--- config.mk ---
export PLATFORM = sky130hd
export DESIGN_NAME = fifo_rd_stage
export DESIGN_NICKNAME = d
export VERILOG_FILES = /design/src/rtl/fifo_rd_pkg.sv /design/src/rtl/rd_land_buf.sv /design/src/rtl/fifo_rd_stage.sv
export SDC_FILE = /design/constraint.sdc
export NUM_CORES = 1
export LEC_CHECK = 0
export ABC_AREA = 1
export CORE_ASPECT_RATIO = 1.4
export CORE_MARGIN = 2
export CORE_UTILIZATION = 37
export CTS_BUF_LIST = sky130_fd_sc_hd__clkbuf_16
export DETAILED_ROUTE_END_ITERATION = 10
export HOLD_SLACK_MARGIN = 0.02
export PLACE_DENSITY_LB_ADDON = 0.05
export SYNTH_ARGS = -nofsm -noshare
export SYNTH_HDL_FRONTEND = slang
export SYNTH_SLANG_ARGS = --single-unit
--- constraint.sdc ---
create_clock -name clk -period 3.5 [get_ports clk]
set_clock_uncertainty 0.1 [all_clocks]
set_input_delay 0.35 -clock clk [delete_from_list [all_inputs] [get_ports clk]]
set_output_delay 0.35 -clock clk [all_outputs]
set_load 0.05 [all_outputs]
--- src/rtl/fifo_rd_pkg.sv ---
// Shared types and constants for the FIFO read-side consumer.
// Holds the FSM state encoding, default sizing and the landing-buffer depth rule.
package fifo_rd_pkg;

    typedef enum logic [1:0] {
        ST_IDLE  = 2'd0,
        ST_RUN   = 2'd1,
        ST_DRAIN = 2'd2
    } rd_state_e;

    localparam int DEF_WIDTH  = 32;
    localparam int DEF_TOTAL  = 256;
    localparam int DEF_RD_LAT = 1;

    // One slot per cycle of FIFO read latency plus one for the word being offered.
    function automatic int land_depth(input int rd_lat);
        return rd_lat + 1;
    endfunction

endpackage

--- src/rtl/rd_land_buf.sv ---
// Circular landing buffer that absorbs words arriving after the FIFO read latency.
// Push writes the tail, pop retires the head; occupancy is tracked explicitly.
module rd_land_buf
    import fifo_rd_pkg::*;
#(
    parameter int WIDTH = DEF_WIDTH,
    parameter int DEPTH = 2
) (
    input  logic                         clk,
    input  logic                         rst_n,
    input  logic                         push,
    input  logic [WIDTH-1:0]             push_data,
    input  logic                         pop,
    output logic [WIDTH-1:0]             head_data,
    output logic [$clog2(DEPTH+1)-1:0]   occ
);

    localparam int PW = $clog2(DEPTH);
    localparam int OW = $clog2(DEPTH+1);

    logic [WIDTH-1:0] mem_q [DEPTH];
    logic [WIDTH-1:0] mem_d [DEPTH];
    logic [PW-1:0]    head_q, head_d;
    logic [PW-1:0]    tail_q, tail_d;
    logic [OW-1:0]    occ_q, occ_d;

    // DEPTH need not be a power of two, so wrap explicitly.
    function automatic logic [PW-1:0] next_ptr(input logic [PW-1:0] p);
        return (p == PW'(DEPTH-1)) ? '0 : p + 1'b1;
    endfunction

    always_comb begin
        mem_d  = mem_q;
        head_d = head_q;
        tail_d = tail_q;
        occ_d  = occ_q;
        if (push) begin
            mem_d[tail_q] = push_data;
            tail_d        = next_ptr(tail_q);
        end
        if (pop) begin
            head_d = next_ptr(head_q);
        end
        case ({push, pop})
            2'b10:   occ_d = occ_q + 1'b1;
            2'b01:   occ_d = occ_q - 1'b1;
            default: occ_d = occ_q;
        endcase
    end

    always_ff @(posedge clk or negedge rst_n) begin
        if (!rst_n) begin
            for (int i = 0; i < DEPTH; i++) begin
                mem_q[i] <= '0;
            end
            head_q <= '0;
            tail_q <= '0;
            occ_q  <= '0;
        end else begin
            mem_q  <= mem_d;
            head_q <= head_d;
            tail_q <= tail_d;
            occ_q  <= occ_d;
        end
    end

    assign head_data = mem_q[head_q];
    assign occ       = occ_q;

endmodule

--- src/rtl/fifo_rd_stage.sv ---
// Read-domain consumer of the dual-clock FIFO: pops, lands, and delivers TOTAL-word frames.
// Build option FIFO_RD_ZERO_OUT_EN forces out_data to zero whenever out_valid is low.
module fifo_rd_stage
    import fifo_rd_pkg::*;
#(
    parameter int WIDTH  = DEF_WIDTH,
    parameter int TOTAL  = DEF_TOTAL,
    parameter int RD_LAT = DEF_RD_LAT
) (
    input  logic             clk,
    input  logic             rst_n,
    input  logic             fifo_rempty,
    output logic             fifo_rinc,
    input  logic [WIDTH-1:0] fifo_rdata,
    input  logic             out_ready,
    output logic             out_valid,
    output logic [WIDTH-1:0] out_data,
    output logic             frame_done,
    output logic             busy,
    output rd_state_e        dbg_state
);

    localparam int DEPTH = land_depth(RD_LAT);
    localparam int OW    = $clog2(DEPTH+1);
    localparam int CW    = $clog2(TOTAL+1);

    // Handshake: a word transfers on every cycle where out_valid and out_ready are both
    // high; once out_valid rises, out_valid and out_data hold until that transfer happens.

    rd_state_e         state_q, state_d;
    logic [CW-1:0]     issued_q, issued_d;
    logic [CW-1:0]     delivered_q, delivered_d;
    logic [RD_LAT-1:0] sr_q, sr_d;
    logic              frame_done_q, frame_done_d;
    logic              busy_q, busy_d;

    logic [OW-1:0]     occ;
    logic [OW-1:0]     inflight;
    logic [WIDTH-1:0]  head_data;
    logic              land;
    logic              pop_out;
    int                level;

    assign land      = sr_q[RD_LAT-1];
    assign out_valid = (occ != '0);
    assign pop_out   = out_valid & out_ready;

    // Occupancy the buffer will have once this cycle's delivery retires, counting words in flight.
    always_comb begin
        inflight = '0;
        for (int i = 0; i < RD_LAT; i++) begin
            inflight = inflight + OW'(sr_q[i]);
        end
        level     = int'(occ) + int'(inflight) - (pop_out ? 1 : 0);
        fifo_rinc = (state_q == ST_RUN) && !fifo_rempty && (level < DEPTH);
        sr_d      = (sr_q << 1) | RD_LAT'(fifo_rinc);
    end

    always_comb begin
        state_d      = state_q;
        issued_d     = issued_q;
        delivered_d  = delivered_q;
        frame_done_d = 1'b0;
        if (fifo_rinc) begin
            issued_d = issued_q + 1'b1;
        end
        if (pop_out) begin
            delivered_d = delivered_q + 1'b1;
        end
        case (state_q)
            ST_IDLE: begin
                if (!fifo_rempty) begin
                    state_d = ST_RUN;
                end
            end
            ST_RUN: begin
                if (fifo_rinc && (issued_q == CW'(TOTAL-1))) begin
                    state_d = ST_DRAIN;
                end
            end
            ST_DRAIN: begin
                if (pop_out && (delivered_q == CW'(TOTAL-1))) begin
                    state_d      = ST_IDLE;
                    frame_done_d = 1'b1;
                    issued_d     = '0;
                    delivered_d  = '0;
                end
            end
            default: state_d = ST_IDLE;
        endcase
        busy_d = (state_d != ST_IDLE);
    end

    always_ff @(posedge clk or negedge rst_n) begin
        if (!rst_n) begin
            state_q      <= ST_IDLE;
            issued_q     <= '0;
            delivered_q  <= '0;
            sr_q         <= '0;
            frame_done_q <= 1'b0;
            busy_q       <= 1'b0;
        end else begin
            state_q      <= state_d;
            issued_q     <= issued_d;
            delivered_q  <= delivered_d;
            sr_q         <= sr_d;
            frame_done_q <= frame_done_d;
            busy_q       <= busy_d;
        end
    end

    rd_land_buf #(
        .WIDTH (WIDTH),
        .DEPTH (DEPTH)
    ) u_land_buf (
        .clk       (clk),
        .rst_n     (rst_n),
        .push      (land),
        .push_data (fifo_rdata),
        .pop       (pop_out),
        .head_data (head_data),
        .occ       (occ)
    );

`ifdef FIFO_RD_ZERO_OUT_EN
    assign out_data = out_valid ? head_data : '0;
`else
    assign out_data = head_data;
`endif

    assign frame_done = frame_done_q;
    assign busy       = busy_q;
    assign dbg_state  = state_q;

endmodule
==> flow_metrics.py, run 1 <==
metrics = {
    "setup_path": {
        "cp-start-kind": "flop",
        "required_ps": 3050,
        "crit_path_end_kind": "output pin",
        "r2r-end": "issued_q[1]",
        "crit_fanout": 9,
        "path_class": "reg -> out",
        "rrSetupSlack_ps": 960,
        "arrival_ps": 2580,
        "r2r_cells": 10,
        "worstReg2RegStart": "u_land_buf.occ[1]",
    },
    "sta": {
        "period_share_pct": 86.66,
        "max_slew_margin_pct": 30.16,
        "drv_slew": 0,
        "setup_viol": 0,
        "final_hold_viol_count": 0,
        "rsz0062_at_grt": "no",
        "tightestPinTransition_ps": 1044,
        "clock.fmax_mhz": 329.7,
        "setup-tns-final_ps": 0,
        "post-route-min-period_ps": 3033,
    },
    "place": {
        "io_buffer_count": 73,
        "dpl.hpwl_mm": 6.362,
        "globalplace.congestion": 0.7351,
    },
    "floorplanning": {
        "die_area_sq_um": 12470,
        "core-area_sq_um": 11340,
        "initial_core_util_pct": 37.78,
        "die_width_microns": 94.94,
        "rows": 46,
        "ioPinCount": 74,
        "die-height_microns": 131.3,
    },
    "pwr": {
        "ir_worst_vdd_uv": 693.9,
        "cellLeakagePower_nw": 2.885,
        "power.density_nw_per_um2": 1094,
        "fin_total_pwr_mw": 5.848,
    },
    "global_routing": {
        "grt_pass1_vias": 3509,
        "antenna_found_initial": 0,
        "grt_pass1_wl_mm": 16.26,
        "overflow": 0,
        "grt_start_max_net_pins": 65,
        "grt_use_total_pct": 16.70,
    },
    "route": {
        "ant_nets": 0,
        "drc": 0,
        "wl_mm": 9.515,
        "first_iter_violations": 112,
        "drt_pass1_iterations": 4,
        "vias_per_cell": 4.650,
        "wl_per_cell_microns": 12.52,
        "vias": 3534,
    },
    "outcome": {
        "status": "finished clean",
    },
    "logic_synthesis": {
        "synth.cell_area_sq_um": 4284,
        "synth_seq_cells": 91,
        "synth_cell_types": 28,
        "syn_inst": 542,
        "yosysWarnings": 0,
        "syn_nets": 587,
        "synth_area_per_cell_sq_um": 7.904,
        "ys_seq_area_share_pct": 53.15,
    },
    "worst_hold_path": {
        "min_from": "u_land_buf.mem_q[56]",
        "hp-class": "reg -> reg",
        "hold_depth": 2,
        "worstHoldEndpoint": "u_land_buf.mem_q[56]",
    },
    "clocking": {
        "clk_pin_slew_worst_paths_ps": 60,
        "clk_latency_ps": 340,
        "tritoncts": "done",
        "hold_buffers": 1,
        "max-clock-path-buffers": 2,
        "cts-htree-levels": 3,
        "cts-root-buf": "clkbuf_16",
        "post_cts_buffers": 0,
        "cts_sinks": 91,
        "cts_buffers": 9,
        "post_cts_resized": 0,
    },
    "run": {
        "maxCapViolations": 0,
    },
    "layout": {
        "layout.nets": 656,
        "n_fill_cell": 1144,
        "diodes": 0,
        "drive_gt1_share_pct": 10.23,
        "fin_util_pct": 47.14,
        "area_growth_pct": 24.77,
    },
}
worst max-delay path, stage by stage, from the launching register on:
cell and delay [ps]:
dfrtp_1 430, o21a_1 220, ha_1 270, inv_1 70, nand2_1 70, fa_1 490
nand3_1 170, a21oi_4 340, buf_12 180
routing by layer:
metal | wire, microns | vias to the layer above | track usage [%] | share of wire, %
li1 | - | 1810 | - | -
met1 | 4321 | 1639 | 20.92 | 45
met2 | 4537 | 74 | 27.82 | 48
met3 | 468 | 11 | 3.326 | 4.9
met4 | 187 | 0 | 6.763 | 2.0
met5 | 0 | - | 0 | 0
power by group:
| part | total [mW] | internal [mW] | switching [mW] |
|---|---|---|---|
| Sequential | 1.83 | 1.55 | 0.280 |
| Combinational | 3.09 | 0.954 | 2.14 |
| Clock | 0.929 | 0.544 | 0.385 |
| Total | 5.85 | 3.04 | 2.80 |
worst max path at each step:
stage	from	to	slack [ps]	cells past startpoint
floorplan	u_land_buf.occ[1]	fifo_rinc	820	8
global placement	out_ready	fifo_rinc	550	9
detailed placement	out_ready	fifo_rinc	530	9
CTS	u_land_buf.occ[1]	fifo_rinc	440	8
global route	u_land_buf.occ[1]	fifo_rinc	340	8
finish	u_land_buf.occ[1]	fifo_rinc	470	8
flip-flops by register name, summed over array words and instances (netlist names), 2 cells and up:
name              flops
u_land_buf.mem_q     64
u_land_buf.occ        2
delivered_q           9
issued_q              9
dbg_state             2
layout by cell type (no fill, tap or decap), types with 2 or more instances in the layout:
| cell type | count |
|---|---|
| nand2_1 | 219 |
| o21ai_1 | 25 |
| nand4_1 | 4 |
| nand2_2 | 3 |
| inv_1 | 60 |
| clkdlybuf4s50_1 | 39 |
| inv_2 | 3 |
| buf_4 | 39 |
| clkbuf_16 | 9 |
| nor3_1 | 2 |
| clkinv_1 | 4 |
| nand3_1 | 14 |
| clkinv_2 | 2 |
| a21oi_1 | 6 |
| o21ai_0 | 45 |
| nor2_1 | 28 |
| xor2_1 | 2 |
| ha_1 | 8 |
| dfrtp_1 | 91 |
cells in the mapped netlist:
master | number | area, sq um
a211oi_1 | 1 | 7.510
a21oi_1 | 6 | 30.03
a21oi_4 | 1 | 16.27
buf_2 | 3 | 15.01
buf_4 | 1 | 7.510
buf_6 | 4 | 45.04
clkbuf_1 | 14 | 52.55
clkinv_1 | 2 | 7.510
dfrtp_1 | 91 | 2277
fa_1 | 1 | 20.02
ha_1 | 8 | 100.1
inv_1 | 59 | 221.5
inv_2 | 3 | 11.26
nand2_1 | 220 | 825.8
nand2_2 | 2 | 12.51
nand3_1 | 14 | 70.07
nand3b_1 | 1 | 7.510
nand4_1 | 4 | 25.02
nor2_1 | 28 | 105.1
nor3_1 | 2 | 10.01
nor3_2 | 1 | 10.01
nor3_4 | 1 | 16.27
o21a_1 | 1 | 7.510
o21ai_0 | 45 | 225.2
o21ai_1 | 25 | 125.1
or2_1 | 1 | 6.260
xnor2_1 | 1 | 8.760
xor2_1 | 2 | 17.52
area by class of cell:
type,instances,area [sq um],share of cell area (%)
Tap cell,144,180.2,3.371
Timing Repair Buffer,80,713.2,13.34
Inverter,64,240.2,4.494
Multi-Input combinational cell,365,1649,30.85
Clock inverter,7,60.06,1.124
Sequential cell,91,2277,42.60
Clock buffer,9,225.2,4.213
cells by family (layout without fill, tap and decap cells):
kind of cell	after synthesis	count (layout)	share of synthesized area (%)
AND/OR/NAND/NOR	274	274	25.41
AO/OA/AOI/OAI	79	79	9.609
adder cells (fa/ha/maj)	9	9	2.804
flip-flops	91	91	53.15
buffers and inverters	86	160	8.411
XOR/XNOR	3	3	0.6134
per-stage QoR:
step	hold WS (ps)	setup slack (ps)	cell area, sq um	instances
final	381.5	467.0	5345	760
after global routing	397.9	341.0	5345	760
after CTS	388.0	439.0	5345	760
after detailed placement	333.7	530.8	5050	743
after global placement	334.6	547.6	5050	743
after floorplan	-45.59	818.9	4284	542
(Power assumes the default switching activity.)
==> inputs of run 2 (changes only) <==
TNS_END_PERCENT = 10   (was not set)
==> results of run 2 <==
No change in the layout: final DEF, timing and power equal those of run 1.
==> inputs of run 3 (changes only) <==
SLEW_MARGIN = 5   (was not set)
==> results of run 3 <==
No change in the layout: final DEF, timing and power equal those of run 1.
